**src/rtl/aig_sweep_sig.sv**
```systemverilog
// Signature engine: sweeps every input vector onto a combinational (or pipelined)
// circuit under test and compacts its responses into a MISR signature.
module aig_sweep_sig #(
  parameter int               N_IN    = 9,
  parameter int               N_OUT   = 11,
  parameter int               SIG_W   = 16,
  parameter logic [SIG_W-1:0] POLY    = SIG_W'(16'h1021),
  parameter int               CAP_LAT = 0
) (
  input  logic             clk,
  input  logic             rst_n,
  input  logic             start,
  input  logic             mode,
  input  logic             abort,
  output logic [N_IN-1:0]  x,
  input  logic [N_OUT-1:0] f,
  output logic             busy,
  output logic             done,
  output logic [SIG_W-1:0] sig,
  output logic             sig_valid
);

  // Control protocol: start is a level sampled only while idle; busy stays high
  // from the cycle after an accepted start until the last capture; done is a
  // single-cycle pulse that coincides with sig_valid rising. abort wins over
  // completion and drops back to idle without a done pulse.

  typedef enum logic [1:0] {IDLE, DRIVE, DRAIN, DONE} state_t;

  localparam int              SR_W       = (CAP_LAT > 0) ? CAP_LAT : 1;
  localparam logic [N_IN:0]   LAST       = {1'b0, {N_IN{1'b1}}};
  localparam logic [N_IN:0]   CNT_ONE    = (N_IN+1)'(1);
  localparam logic [2:0]      DRAIN_LAST = 3'((CAP_LAT > 0) ? CAP_LAT - 1 : 0);

  state_t           state;
  logic [N_IN:0]    cnt;
  logic [2:0]       drain_cnt;
  logic             mode_q;
  logic [SR_W-1:0]  vld_sr;
  logic [N_IN-1:0]  nxt_idx;
  logic [N_IN-1:0]  nxt_pat;
  logic [SIG_W-1:0] misr_next;
  logic             in_sweep;
  logic             drive_beat;
  logic             absorb;

  function automatic logic [N_IN-1:0] pattern(input logic m, input logic [N_IN-1:0] i);
    return m ? (i ^ (i >> 1)) : i;
  endfunction

  always_comb begin
    nxt_idx    = cnt[N_IN-1:0] + N_IN'(1);
    nxt_pat    = pattern(mode_q, nxt_idx);
    in_sweep   = (state == DRIVE) || (state == DRAIN);
    drive_beat = (state == DRIVE) && !abort;
    // With no capture latency the response is taken in the same cycle it is driven.
    absorb     = (CAP_LAT == 0) ? drive_beat : (in_sweep && !abort && vld_sr[SR_W-1]);
    misr_next  = {sig[SIG_W-2:0], 1'b0} ^ (sig[SIG_W-1] ? POLY : '0) ^ SIG_W'(f);
  end

  always_ff @(posedge clk) begin
    if (!rst_n) begin
      state     <= IDLE;
      cnt       <= '0;
      drain_cnt <= '0;
      mode_q    <= 1'b0;
      vld_sr    <= '0;
      x         <= '0;
      busy      <= 1'b0;
      done      <= 1'b0;
      sig       <= '0;
      sig_valid <= 1'b0;
    end else begin
      done   <= 1'b0;
      vld_sr <= SR_W'({vld_sr, drive_beat});
      if (absorb) sig <= misr_next;

      unique case (state)
        IDLE: begin
          x <= '0;
          if (start) begin
            state     <= DRIVE;
            cnt       <= '0;
            sig       <= '0;
            sig_valid <= 1'b0;
            mode_q    <= mode;
            vld_sr    <= '0;
            busy      <= 1'b1;
          end
        end
        DRIVE: begin
          if (abort) begin
            state     <= IDLE;
            x         <= '0;
            busy      <= 1'b0;
            sig_valid <= 1'b0;
          end else if (cnt == LAST) begin
            if (CAP_LAT > 0) begin
              state     <= DRAIN;
              drain_cnt <= '0;
            end else begin
              state     <= DONE;
              busy      <= 1'b0;
              done      <= 1'b1;
              sig_valid <= 1'b1;
            end
          end else begin
            cnt <= cnt + CNT_ONE;
            x   <= nxt_pat;
          end
        end
        DRAIN: begin
          if (abort) begin
            state     <= IDLE;
            x         <= '0;
            busy      <= 1'b0;
            sig_valid <= 1'b0;
          end else if (drain_cnt == DRAIN_LAST) begin
            state     <= DONE;
            busy      <= 1'b0;
            done      <= 1'b1;
            sig_valid <= 1'b1;
          end else begin
            drain_cnt <= drain_cnt + 3'd1;
          end
        end
        DONE: begin
          state <= IDLE;
          x     <= '0;
          if (abort) sig_valid <= 1'b0;
        end
        default: state <= IDLE;
      endcase
    end
  end

endmodule

```
**config.mk**
```make
export PLATFORM = sky130hd
export DESIGN_NAME = aig_sweep_sig
export DESIGN_NICKNAME = d
export VERILOG_FILES = /design/src/rtl/aig_sweep_sig.sv
export SDC_FILE = /design/constraint.sdc
export NUM_CORES = 1
export LEC_CHECK = 0
export ABC_AREA = 0
export BUFFER_PORTS_ARGS = -buffer_cell sky130_fd_sc_hd__buf_2
export CAP_MARGIN = 25
export CORE_ASPECT_RATIO = 2
export CORE_MARGIN = 2
export CORE_UTILIZATION = 45
export DETAILED_ROUTE_END_ITERATION = 8
export PLACE_DENSITY_LB_ADDON = 0.12
export REMOVE_ABC_BUFFERS = 1
export SYNTH_ARGS = -nofsm -noshare
export SYNTH_HDL_FRONTEND = slang
export SYNTH_SLANG_ARGS = --single-unit
```
**constraint.sdc**
```tcl
create_clock -name clk -period 4.57 [get_ports clk]
set_input_delay 0.457 -clock clk [delete_from_list [all_inputs] [get_ports clk]]
set_output_delay 0.457 -clock clk [all_outputs]
set_load 0.02 [all_outputs]
```
# After elaboration in Yosys (flattened, before gate mapping)
# Index checks and enable logic that the tools add are counted.
# totals
regBits	44
latch_bits	0
ramBits	0
mem_bits_ro	0
output_inout_bits	28
word_cells	80
memories	0
# op_classes
add_sub_neg	3
mul	0
div_mod_pow	0
n_lt_le_gt_ge	0
n_eq_ne	12
n_shift	0
muxes	37
n_bitwise	5
reduce_logical	14
# ops
cell	n
16-bit two-way mux	3
9-bit two-way mux	4
10-bit two-way mux	3
9-bit one-hot mux with 3 select lines	1
10-bit one-hot mux with 2 select lines	1
16-bit by 11-bit bitwise XOR with 16-bit output	1
16-bit by 13-bit bitwise XOR with 16-bit output	1
1-bit two-way mux	15
13-bit two-way mux	1
4-bit AND reduction	3
10-bit by 1-bit adder with 10-bit output, second input constant	1
10-bit by 9-bit equality test with 1-bit output, second input constant	1
2-bit two-way mux	5
2-bit != test, second input constant	5
9-bit by 1-bit adder with 9-bit output, second input constant	1
9-bit by 8-bit bitwise XOR with 9-bit output	1
2-bit one-hot mux with 4 select lines	1
3-bit by 2-bit != test with 1-bit output, second input constant	2
3-bit AND reduction	2
2-bit equality test, second input constant	2
1-bit one-hot mux with 4 select lines	1
2-bit AND reduction	2
3-bit by 1-bit adder with 3-bit output, second input constant	1
3-bit zero test	1
other kinds (11)	12

# Logic depth before layout (Yosys ltp)
# Gate-level depths: netlist of the first run.
# depth
word_depth	6
depth_mapped	8

# Worst setup path after synthesis of the first run
# No wires, ideal clock.
# synth_timing
kind	register -> register
from	reg cnt[0]
to	reg cnt[5]
arrival_ns	1.914
required_ns	4.511
path_slack_ns	2.597
path_stages_with_launch	9
n_path_buf	2
path_cell_list	dfxtp_1 > ha_1 > and4b_1 > and3_4 > buf_6 > or3_1 > buf_2 > nor4_1 > a31o_1
# synth_between
elab_chain_len	4
word_cells_on_any_way	7
cone_classes	add/sub: 1; eq/ne: 2; mux: 3; reduce/logical: 1
# synth_rtl
element	line	source
start, declared	36	logic [N_IN:0] cnt;
start signal, assigned	108	cnt <= cnt + CNT_ONE;
10-bit by 1-bit adder with 10-bit output	108	
10-bit two-way mux	97	end else if (cnt == LAST) begin
10-bit two-way mux	92	if (abort) begin
10-bit one-hot mux with 2 select lines	78	unique case (state)
# Parallel ways exist; a longest one is shown, timed or not. The select of a mux whose other input is x is not followed.
# A chain may end at the register's enable or synchronous reset.

# Worst setup path after layout of the first run
# layout_timing
from	reg cnt[1]
to	reg busy
# layout_between
elab_chain_len	3
# layout_rtl
element	line	source
10-bit by 9-bit equality test with 1-bit output	97	
3-bit by 2-bit != test with 1-bit output (no line)	-	
4-bit AND reduction (no line)	-	
end signal, assigned	95	busy <= 1'b0;
end signal, assigned	103	busy <= 1'b0;
end signal, assigned	116	busy <= 1'b0;
end, declared	17	output logic busy,
# No other way between the ends.

==> results of run 1 <==
-- power groups by stage --
| stage | logic, mW | clock network, mW | registers (mW) |
|---|---|---|---|
| after detailed placement | 0.162 | 0 | 0.430 |
| after floorplan | 0.100 | 0 | 0.439 |
| after global routing | 0.182 | 0.328 | 0.423 |
| after global placement | 0.162 | 0 | 0.429 |
| final | 0.165 | 0.306 | 0.421 |
| after CTS | 0.163 | 0.310 | 0.421 |
-- layout make-up --
cell class | count | share of cell area, %
Clock buffer | 6 | 2.58
Clock inverter | 2 | 1.25
Inverter | 9 | 1.20
Multi-Input combinational cell | 225 | 52.8
Sequential cell | 44 | 31.3
Tap cell | 60 | 2.67
Timing Repair Buffer | 44 | 8.19
-- worst paths after layout --
kind / endpoint / from / slack (ns)
setup / recovery: busy / cnt[1] / 2.15
hold / removal: sig[1] / f[1] / 0.44
setup reg to reg: busy / cnt[1] / 2.15
hold reg to reg: x[7] / x[7] / 0.47
-- stage by stage --
| step | instances | power (mW) | setup WS, ns | instance area [um2] |
|---|---|---|---|---|
| 2_1_floorplan | 278 | 0.539 | 2.05 | 2390 |
| 5_1_grt | 390 | 0.933 | 1.99 | 2810 |
| 4_1_cts | 389 | 0.893 | 2.03 | 2800 |
| 3_3_place_gp | 381 | 0.590 | 2.11 | 2690 |
| 6_report | 390 | 0.892 | 2.15 | 2810 |
| 3_5_place_dp | 381 | 0.592 | 2.05 | 2690 |
-- placed cells by master, fill, tap and decap left out, types with 5 or more instances in the layout --
master | netlist | final
nand3_1 | 13 | 13
clkbuf_8 | 0 | 5
inv_1 | 9 | 9
nor2_1 | 19 | 19
nand2_1 | 32 | 32
a211oi_1 | 12 | 12
o211ai_1 | 5 | 5
ha_1 | 8 | 8
dfxtp_1 | 44 | 44
mux2i_1 | 7 | 7
a21boi_0 | 9 | 9
buf_2 | 2 | 43
a21oi_1 | 15 | 15
nor2b_1 | 9 | 8
xnor2_1 | 20 | 20
o21ai_0 | 15 | 15
-- flip-flops by register name (all words and copies together) (netlist names) --
| register | flops |
|---|---|
| sig | 16 |
| cnt | 10 |
| x | 9 |
| drain_cnt | 3 |
| state | 2 |
| busy | 1 |
| done | 1 |
| mode_q | 1 |
| sig_valid | 1 |
-- metal layers --
metal	wire (um)	up-vias	GRT usage, %
met2	3370	59	39.7
met5	0	-	0
met3	252	16	2.61
met4	238	0	11.6
met1	2390	1013	20.6
li1	-	1127	-
-- kinds of logic after synthesis --
logic type      count (synthesis)  synth area share, %
simple gates                  104                 21.6
xor+xnor                       23                 8.09
buf+inv                        30                 5.22
flops                          44                 35.4
fa+ha+maj                       8                 4.02
compound gates                 83                 22.9
mux                             7                 2.81
-- worst register-to-register path: stages (launching register included) --
cell	delay [ns]
dfxtp_1	0.48
ha_1	0.50
and4b_1	0.28
nand3_1	0.15
a221oi_2	0.48
nand2b_1	0.16
a31o_2	0.27
==> qor.txt, run 1 <==
Status: finished, final reports clean
Placer Congestion: 0.864
Cts hold-fix bufs: 0
Synth cell types: 51
DR iter-0 viols: 64
Clock share of power: 34.4%
Share of the synthesized area in the top cell type: 35.4%
DR pass1 iterations: 4
CTS tree: done
Worst path cell trace: ha_1 > and4b_1 > nand3_1 > a221oi_2 > nand2b_1 > a31o_2
Initial Util: 46.4%
Power density over the cells: 317 nW/um2
CP Depth: 6
Final Hold Fails: 0
Post-synth top cells: dfxtp_1 (44), nand2_1 (32), xnor2_1 (20)
Peak Freq: 414 MHz
Vias in the first global route: 1991
WL/cell: 16.0 um
Peak supply drop: 0.000194 V
Drt total wl: 6250 um
Worst setup EP type: register
Top_reg_cell synth: dfxtp_1
Top Ports: 44
Post-route DRC: 0
Largest net degree at the start of global routing: 31
Combinational power share: 18.5%
Die Height: 109 um
First-pass GRT wire length: 9850 um
Routed Antenna Nets: 0
Power Internal: 628 uW
Hold slack: 0.438 ns
Die area: 6180 um2
Critical Path Max Stage Delay: 0.50 ns
GRT overflow: 0
Final Cycle Share: 52.9%
Area growth, synth to finish: 12.8%
Crit path kind: reg2reg
Relative max-transition margin: 48.0%
Initial antenna violation count: 0
Post-synth EDFFs: 0
Avg Cell Area, Syn: 8.33 um2
R2r worst-path depth: 6
Req. time, crit path: 4.78 ns
Synth area leaders: dfxtp_1 (35%), xnor2_1 (7.0%), nand2_1 (4.8%), ha_1 (4.0%), a211oi_1 (3.6%)
Minimum clock period: 2.42 ns
Setup TNS Final: 0 ns
Count of input and output buffers: 43
CP top delay family: compound AO/OA/AOI/OAI gates
Area leader, netlist: dfxtp_1
CTS Sinks: 44
CP arrival: 2.62 ns
Critical-path top delay cell: ha_1
Fillers: 555
Vias after detailed routing: 2215
Cell Area, Synth: 2490 um2
Max-cap violation count: 0
Hold depth: 3
Slew Limit Fails: 0
Antenna diodes: 0
WP buf/inv: 0
LEAKAGE: 1.09 nW
Global-route usage over all layers: 20.6%
DIE WIDTH: 56.6 um
H-tree Lvls: 2
Sw power: 264 uW
Core area: 5370 um2
Core Rows: 38
Share of post-route cells with drive strength above 1: 17.3%
Util after Layout: 52.3%
Layout Skew: 0.00500 ns
Multi-input gate area: 1480 um2
Detailed placement HPWL: 4540 um
Hold Path Class: in2reg
Sequential share of power: 47.2%
FF+latch area: 881 um2
Slew @ Worst Pin: 0.779 ns
Layout Nets: 353
Root buf cell: clkbuf_8
Worst skew pair latency: 0.31 ns
Maximum root-to-sink buffer count: 2
Sw Share: 29.6%
Startpoint type of the worst setup path: register
Endpoints failing setup: 0
Post-CTS sizing: 0
Post-synthesis sequential element count: 44
Reg clk slew, reported paths: 0.09 ns
Total CTS buffers: 5
Mapped Cells: 299
CP Max Fanout: 13
Sequential area share after synthesis: 35.4%
Top-count cell post-synth: dfxtp_1
RSZ-0062 raised after global routing: no
Async S/R FF share, synth: 0%
Vias per cell: 5.68
Postcts setup bufs: 0
Synth Warn #: 0
No activity file was read; power rests on OpenSTA's default activity.
==> inputs of run 2 (changes only) <==
==> constraint.sdc (replaced) <==
create_clock -name clk -period 1.98 [get_ports clk]
set_input_delay 0.198 -clock clk [delete_from_list [all_inputs] [get_ports clk]]
set_output_delay 0.198 -clock clk [all_outputs]
set_load 0.02 [all_outputs]
==> run 2 against run 1 <==
Clock power increased to 2.5 times the previous value. Die area unchanged. Largest power group unchanged. Utilization increased by 3.8 points.
==> qor.txt, run 2 (synthesis gave the netlist of run 1 again) <==
Die Height: 109 um (unchanged)
Power density over the cells: 716 nW/um2 (+130%)
Total CTS buffers: 5 (unchanged)
CP Max Fanout: 7 (-6)
Critical Path Max Stage Delay: 0.46 ns (-0.04 ns)
Postcts setup bufs: 0 (unchanged)
Startpoint type of the worst setup path: register
WP buf/inv: 0 (unchanged)
Util after Layout: 56.1% (+3.8 points)
Worst setup endpoint: cnt[5]
CP Depth: 6 (unchanged)
Largest reg by FF count: sig
LEAKAGE: 1.23 nW (+13%)
Worst skew pair latency: 0.32 ns (about the same)
Vias after detailed routing: 2329 (+5.1%)
Post-route DRC: 0 (unchanged)
Final Cycle Share: 95.2% (+42 points)
Initial Util: 46.4% (unchanged)
Reg-to-Reg Start: cnt[0]
Cts hold-fix bufs: 0 (unchanged)
FF+latch area: 881 um2 (unchanged)
Slew Limit Fails: 0 (unchanged)
Hold Path Class: in2reg
Vias per cell: 5.61 (-1.2%)
Max-cap violation count: 0 (unchanged)
Status: finished, final reports clean
Commonest non-fill, non-tap cell in the layout: dfxtp_1
CTS tree: done
Core Rows: 38 (unchanged)
DP Cell Count: 407 (+6.8%)
Maximum root-to-sink buffer count: 2 (unchanged)
Routed Antenna Nets: 0 (unchanged)
Final Hold Fails: 0 (unchanged)
Critical-path top delay cell: or3_1
Drt total wl: 6310 um (+0.96%)
Endpoints failing setup: 0 (unchanged)
Reg clk slew, reported paths: 0.09 ns (about the same)
Top flop regs: sig (16), cnt (10), x (9)
Detailed placement HPWL: 4850 um (+6.8%)
Share of post-route cells with drive strength above 1: 23.7% (+6.4 points)
GRT overflow: 0 (unchanged)
Peak Freq: 530 MHz (+28%)
CP Launch Point: cnt[0]
FF-to-FF setup slack: 0.09 ns (-2.06 ns)
Count of input and output buffers: 43 (unchanged)
Die area: 6180 um2 (unchanged)
Worst setup EP type: register
Worst path cell trace: ha_1 > and4b_1 > and3_4 > or3_1 > nor4_1 > a31o_1
Post-CTS sizing: 0 (unchanged)
Core area: 5370 um2 (unchanged)
Crit path kind: reg2reg
Peak supply drop: 0.000560 V (+190%)
DR pass1 iterations: 4 (unchanged)
Global-route usage over all layers: 21.1% (+0.46 points)
Root buf cell: clkbuf_8
CTS Sinks: 44 (unchanged)
Antenna diodes: 0 (unchanged)
DR iter-0 viols: 73 (+14%)
H-tree Lvls: 2 (unchanged)
Vias in the first global route: 2139 (+7.4%)
Relative max-transition margin: 59.7% (+12 points)
Multi-input gate area: 1490 um2 (+0.42%)
Top Ports: 44 (unchanged)
Minimum clock period: 1.89 ns (-0.532 ns)
CP arrival: 2.15 ns (-0.47 ns)
Fillers: 554 (-0.18%)
RSZ-0062 raised after global routing: no
First-pass GRT wire length: 9980 um (+1.3%)
WL/cell: 15.2 um (-5.1%)
Layout Skew: 0.00914 ns (+0.00414 ns)
Layout Nets: 378 (+7.1%)
Most frequent cells in the layout: dfxtp_1 (44), buf_2 (43), nand2_1 (32)
Area growth, synth to finish: 21.0%
Placed inst area: 2880 um2 (+7.3%)
Req. time, crit path: 2.25 ns (-2.53 ns)
Reg2reg end: cnt[5]
Fin area: 3020 um2 (+7.3%)
Slew @ Worst Pin: 0.603 ns (-0.176 ns)
Initial antenna violation count: 0 (unchanged)
Non-Filler Instances: 415 (+6.4%)
Hold_sp: mode
DIE WIDTH: 56.6 um (unchanged)
Placer Congestion: 0.873 (+1.0%)
R2r worst-path depth: 6 (unchanged)
Max reg flops: 16 (unchanged)
Largest net degree at the start of global routing: 30 (-3.2%)
CP top delay family: simple AND/OR/NAND/NOR gates
==> run 2: changes by cell type in the layout (fill, tap and decap cells not counted), sizes merged <==
cell and change:
buf +25, clkbuf +1, clkinv -1
==> run 2: where the power goes <==
group	internal [mW]	switching, mW	total (mW)
Clock	0.445	0.322	0.767
Combinational	0.189	0.249	0.437
Sequential	0.923	0.0318	0.955
==> run 2: worst min path at each step <==
stage	to	cells past startpoint	slack (ns)
2_1_floorplan	cnt[8]	1	0.32
3_3_place_gp	x[7]	1	0.44
3_5_place_dp	x[7]	1	0.44
4_1_cts	mode_q	3	0.15
5_1_grt	mode_q	3	0.16
6_report	mode_q	3	0.16
==> run 2: worst reg2reg max path, stage by stage (launching register included) <==
cell     delay, ns
dfxtp_1       0.32
ha_1          0.22
and4b_1       0.22
and3_4        0.18
or3_1         0.46
nor4_1        0.32
a31o_1        0.13
==> run 2: area by class of cell <==
cell class | instances | area share (%)
inverters | 9 | 1.12
clock inverters | 1 | 0.996
well taps | 60 | 2.49
flip-flops and latches | 44 | 29.2
clock buffers | 7 | 3.20
repair buffers | 69 | 13.6
multi-input cells | 225 | 49.4
==> run 2: stage by stage <==
stage	hold slack [ns]	power, mW	setup WS (ns)	TNS [ns]
3_5_place_dp	0.442	1.41	0.0978	0
4_1_cts	0.153	2.18	0.0955	0
5_1_grt	0.161	2.26	0.00595	0
3_3_place_gp	0.442	1.41	0.140	0
6_report	0.156	2.16	0.0950	0
2_1_floorplan	0.315	1.24	-0.536	-5.11
==> run 2: per-layer routing <==
layer	up-vias	track usage (%)	part of all wire [%]
li1	1176	-	-
met5	-	0	0
met4	0	12.1	3.6
met2	52	41.2	56
met3	13	3.68	3.8
met1	1088	19.7	36
